`config.mk`:
```
export PLATFORM = sky130hd
export DESIGN_NAME = breath_led_sched
export DESIGN_NICKNAME = d
export VERILOG_FILES = /design/src/rtl/breath_led_sched.sv
export SDC_FILE = /design/constraint.sdc
export NUM_CORES = 1
export LEC_CHECK = 0
export ABC_CLOCK_PERIOD_IN_PS = 2700
export BUFFER_PORTS_ARGS = -buffer_cell sky130_fd_sc_hd__buf_2
export CAP_MARGIN = 20
export CORE_MARGIN = 2
export CORE_UTILIZATION = 56
export DETAILED_ROUTE_END_ITERATION = 8
export PLACE_DENSITY_LB_ADDON = 0.05
export REMOVE_ABC_BUFFERS = 1
export SYNTH_ARGS = -nofsm -noshare
export SYNTH_HDL_FRONTEND = slang
export SYNTH_SLANG_ARGS = --single-unit
```
`constraint.sdc`:
```
create_clock -name sys_clk -period 2.7 [get_ports sys_clk]
set_input_delay 0.27 -clock sys_clk [delete_from_list [all_inputs] [get_ports sys_clk]]
set_output_delay 0.27 -clock sys_clk [all_outputs]
set_load 0.01 [all_outputs]
```
`src/rtl/breath_led_sched.sv`:
```
// breath_led_sched: four-channel breathing-LED scheduler with one shared PWM timebase and duty ramp.
// Ports:
//   sys_clk    in   system clock (50 MHz)
//   sys_rst_n  in   asynchronous active-low reset
//   key_mode   in   debounced one-cycle pulse, advances IDLE -> BREATH_ALL -> CHASE -> HOLD -> IDLE
//   key_speed  in   debounced one-cycle pulse, advances ramp step 1 -> 2 -> 4 -> 1
//   led_out    out  registered LED drives, active-low
//   mode       out  current mode (0 IDLE, 1 BREATH_ALL, 2 CHASE, 3 HOLD)
module breath_led_sched #(
    parameter logic [5:0] CNT_1US_MAX = 6'd49,
    parameter logic [9:0] CNT_1MS_MAX = 10'd999
) (
    input  logic       sys_clk,
    input  logic       sys_rst_n,
    input  logic       key_mode,
    input  logic       key_speed,
    output logic [3:0] led_out,
    output logic [1:0] mode
);
    typedef enum logic [1:0] {IDLE, BREATH_ALL, CHASE, HOLD} mode_t;
    mode_t       mode_q, mode_d;
    logic [5:0]  cnt_1us_q, cnt_1us_d;
    logic [9:0]  cnt_1ms_q, cnt_1ms_d;
    logic [2:0]  step_q, step_d;
    logic [9:0]  duty_q, duty_d;
    logic        dir_q, dir_d;
    logic [1:0]  chan_q, chan_d;
    logic [3:0]  led_q, led_d;
    logic        us_end, ms_tick, pwm, ramp_en, cycle_done;
    logic [10:0] sum;
    always_comb begin
        us_end     = cnt_1us_q == CNT_1US_MAX;
        ms_tick    = us_end && cnt_1ms_q == CNT_1MS_MAX;
        pwm        = cnt_1ms_q < duty_q;
        ramp_en    = ms_tick && (mode_q == BREATH_ALL || mode_q == CHASE);
        // 11-bit sum so duty+step near the top of the range cannot wrap
        sum        = {1'b0, duty_q} + {8'b0, step_q};
        cycle_done = ramp_en && dir_q && duty_q <= {7'b0, step_q};
        cnt_1us_d  = us_end ? '0 : cnt_1us_q + 6'd1;
        cnt_1ms_d  = !us_end ? cnt_1ms_q : (cnt_1ms_q == CNT_1MS_MAX ? '0 : cnt_1ms_q + 10'd1);
        step_d     = !key_speed ? step_q : (step_q == 3'd4 ? 3'd1 : step_q << 1);
        mode_d     = key_mode ? mode_t'(mode_q + 2'd1) : mode_q;
    end
    always_comb begin
        duty_d = duty_q;
        dir_d  = dir_q;
        chan_d = chan_q;
        // a mode change restarts the ramp and outranks any coincident ramp step or cycle end
        if (key_mode) begin
            duty_d = '0;
            dir_d  = 1'b0;
            chan_d = '0;
        end else if (ramp_en) begin
            if (!dir_q) begin
                duty_d = sum >= {1'b0, CNT_1MS_MAX} ? CNT_1MS_MAX : sum[9:0];
                dir_d  = sum >= {1'b0, CNT_1MS_MAX};
            end else if (cycle_done) begin
                duty_d = '0;
                dir_d  = 1'b0;
                chan_d = mode_q == CHASE ? chan_q + 2'd1 : chan_q;
            end else begin
                duty_d = duty_q - {7'b0, step_q};
            end
        end
    end
    always_comb begin
        led_d = mode_q == IDLE       ? 4'b1111 :
                mode_q == HOLD       ? 4'b0000 :
                mode_q == BREATH_ALL ? {4{~pwm}} :
                                       ~({3'b0, pwm} << chan_q);
    end
    always_ff @(posedge sys_clk or negedge sys_rst_n) begin
        if (!sys_rst_n) begin
            mode_q    <= IDLE;
            cnt_1us_q <= '0;
            cnt_1ms_q <= '0;
            step_q    <= 3'd1;
            duty_q    <= '0;
            dir_q     <= 1'b0;
            chan_q    <= '0;
            led_q     <= 4'b1111;
        end else begin
            mode_q    <= mode_d;
            cnt_1us_q <= cnt_1us_d;
            cnt_1ms_q <= cnt_1ms_d;
            step_q    <= step_d;
            duty_q    <= duty_d;
            dir_q     <= dir_d;
            chan_q    <= chan_d;
            led_q     <= led_d;
        end
    end
    assign led_out = led_q;
    assign mode    = mode_q;
endmodule

```
==> summary.txt <==
Critical path
  • Worst reg-to-reg path cell count: 10
  • RR Endpoint: duty_q[2]
  • Worst-path fanout max: 4
  • CP required: about 3 ns
  • R2r startpoint: step_q[0]
  • Startpoint Class: flip-flop
  • WP data arrival: approximately 3.1 ns
  • Flop-to-flop setup slack: -0.20 ns
  • Endpoint class of the critical path: flip-flop
  • Crit path kind: flip-flop to flip-flop

Global route
  • Overflow after GRT: 0
  • First-pass GRT wire length: about 11000 um
  • GR Util All Layers: between 20% and 30%
  • Largest net degree at the start of global routing: 39
  • Initial antenna violation count: 0
  • Vias in the first global route: 2276

Clocking
  • Root Driver: clkbuf_8
  • Skew-Pair Late Insertion Delay: between 0.2 and 0.3 ns
  • Clock tree sinks: 38
  • Clock Tree Buf Depth: 2
  • CTS tree: done
  • CTS Buf Count: 5
  • CTS clk-pin slew, worst paths: 0.08 ns
  • CTS H-tree depth: 2

Timing
  • Final-report setup violation count: 8
  • Fmax: around 0.34 GHz
  • Tcrit/Tclk final: 107%
  • Clock skew: between 0.008 and 0.009 ns
  • Final WS setup: -0.201 ns
  • Slew Limit Headroom: 42.8%
  • Final Max Slew Viols: 0
  • Worst slew pin tran: about 0.86 ns
  • Final-report hold violation count: 0
  • Post-layout min period: 2.90 ns
  • Unrepaired setup endpoints after global routing: yes
  • Setup_tns: -0.954 ns
  • Final hold slack: ~0.085 ns

Yosys
  • Avg Inst Size Synth: 8.62 um2
  • Sequential cell area fraction in the yosys report: 36.3%
  • Synth cell types: 55
  • #FFs+latches synth: 38
  • Yosys warns: 0
  • EDFF count, synth: 0
  • Top_reg_cell synth: dfrtp_1
  • Post-Syn Area: approximately 0.0026 mm2
  • Post-synthesis instance total: slightly above 300
  • Post-synthesis async set-or-reset flop share: 100%

Placed design
  • Routability Congestion: 0.892
  • Hpwl dp: roughly 4500 um
  • Placed Area: between 0.002 and 0.003 mm2
  • I/O Buffers: 9

Floorplan
  • Die W: roughly 73 um
  • # IOs: 10
  • Initial Util: 59.4%
  • Die Area: between 0.005 and 0.006 mm2
  • Die Y: approximately 73 um
  • FP Rows: 24
  • Core ar.: around 0.0044 mm2

Route
  • Pre-antenna DRT Iters: 4
  • Drt total wl: about 6200 um
  • DRC viols: 0
  • DR vias/cell: around 6.0
  • Via count: between 2000 and 2500
  • Number of DRC markers in iteration 0: about 180
  • WL/cell: approximately 16 um
  • Routed Antenna Nets: 0

Run status
  • Failing checks: setup timing
  • Run status: finished, violations left

Cells and area
  • Most frequent cells in the layout: dfrtp_1, nand2_1, buf_4, nor2_1, inv_1
  • Final instance area: roughly 0.0031 mm2
  • Final nets: 370
  • Antenna diode count: 0
  • P&R area growth vs syn: 18.9%
  • Layout cells sized above 1: about a fifth
  • Final Core Density: a little over two thirds
  • Commonest non-fill, non-tap cell in the layout: dfrtp_1

Job
  • Max-capacitance violation count: 0

Pwr
  • Clk pwr share: roughly a third
  • P_sw: ~540 uW
  • Maximum vdd drop: roughly 0.4 mV
  • Internal power: between 1000 and 1500 uW
  • PwrDens: between 500 and 600 mW/mm2
  • Leakage: roughly 0.0014 uW
  • Switching Share: a little under a third
  • Total power: 1780 uW
  • Sequential power share: between 30% and 40%
  • Comb power frac: between 20% and 30%

Hold path
  • Worst Hold Class: input pin to async pin
[Yosys cell counts (3+ instances only)]
cell type | count | area [um2]
dfrtp_1 | 33 | 826
nand2_1 | 32 | 120
nor2_1 | 31 | 116
inv_1 | 23 | 86.3
ha_1 | 22 | 275
a21oi_1 | 21 | 105
o21ai_0 | 18 | 90.1
nand3_1 | 13 | 65.1
xnor2_1 | 13 | 114
clkbuf_1 | 8 | 30.0
nand4_1 | 8 | 50.1
nor3_1 | 7 | 35.0
xor2_1 | 6 | 52.6
dfstp_2 | 5 | 131
a21o_1 | 4 | 30.0
o21bai_1 | 4 | 30.0
a221o_1 | 3 | 30.0
a31oi_1 | 3 | 18.8
nand4b_1 | 3 | 26.3
nor2b_1 | 3 | 18.8
o211ai_1 | 3 | 22.5
or3_1 | 3 | 18.8
[flip-flops by register name, summed over array words and instances (netlist names)]
name and flops:
chan_q 2, cnt_1ms_q 10, cnt_1us_q 6, dir_q 1, duty_q 10, led_out 4
mode 2, step_q 3
[layer usage]
metal,wire [um],vias to the layer above,GRT usage [%]
met3,300,11,4.83
met2,3010,65,42.7
met5,0,-,0
met1,2770,1138,34.6
li1,-,1157,-
met4,123,0,7.82
[worst max-delay path by stage]
| stage | start | endpoint | slack (ns) | cells after the start |
|---|---|---|---|---|
| after floorplan | step_q[0] | duty_q[1] | -0.15 | 10 |
| after global placement | step_q[0] | duty_q[1] | -0.18 | 10 |
| after detailed placement | step_q[0] | duty_q[1] | -0.27 | 10 |
| after CTS | step_q[0] | duty_q[2] | -0.24 | 10 |
| after global routing | step_q[0] | duty_q[2] | -0.29 | 10 |
| final | step_q[0] | duty_q[2] | -0.20 | 10 |
[critical path, stage by stage (launching register included)]
cell and delay, ns:
dfstp_2 0.55, ha_4 0.13, inv_2 0.03, fa_2 0.38
xnor2_2 0.17, o311a_1 0.36, a211o_1 0.27, a221oi_2 0.29
nor3_2 0.12, a221o_1 0.40, a21oi_2 0.11
[power by group through the flow]
| stage | Combinational [uW] | Sequential, uW | Clock [uW] |
|---|---|---|---|
| detailed placement | 480 | 688 | 0 |
| global placement | 473 | 685 | 0 |
| finish | 513 | 677 | 587 |
| global route | 569 | 686 | 620 |
| floorplan | 266 | 714 | 0 |
| CTS | 486 | 678 | 603 |
[per-stage QoR]
step | std cells | setup WS, ns
finish | 395 | -0.201
global route | 395 | -0.289
CTS | 392 | -0.243
detailed placement | 382 | -0.269
global placement | 382 | -0.180
floorplan | 295 | -0.149
[cell families (layout without fill, tap and decap cells)]
family	after synthesis	count (layout)	share of synthesized area [%]
and+or+nand+nor	113	113	20.8
xor gates and xnor gates	19	19	6.31
AOI/OAI and AO/OA	77	77	19.3
DFF	38	38	36.3
muxes	1	1	0.379
buffers and inverters	34	71	5.03
adders and majority gates	24	24	11.9
[area by class of cell]
type,count,area (um2)
Inverter,23,86.3
Multi-Input combinational cell,234,1610
Timing Repair Buffer,40,278
Fill cell,353,1310
Clock inverter,3,68.8
Clock buffer,5,68.8
Sequential cell,38,957
Tap cell,52,65.1
[what timing repair did]
item                       4_1_cts  5_1_grt
setup endpoints to repair       11       13
gates resized for setup          7       12
hold buffers                     0        0
cloned                           0        0
setup buffers                    2        3
pin swaps                       14       13
(Power assumes the default switching activity.)
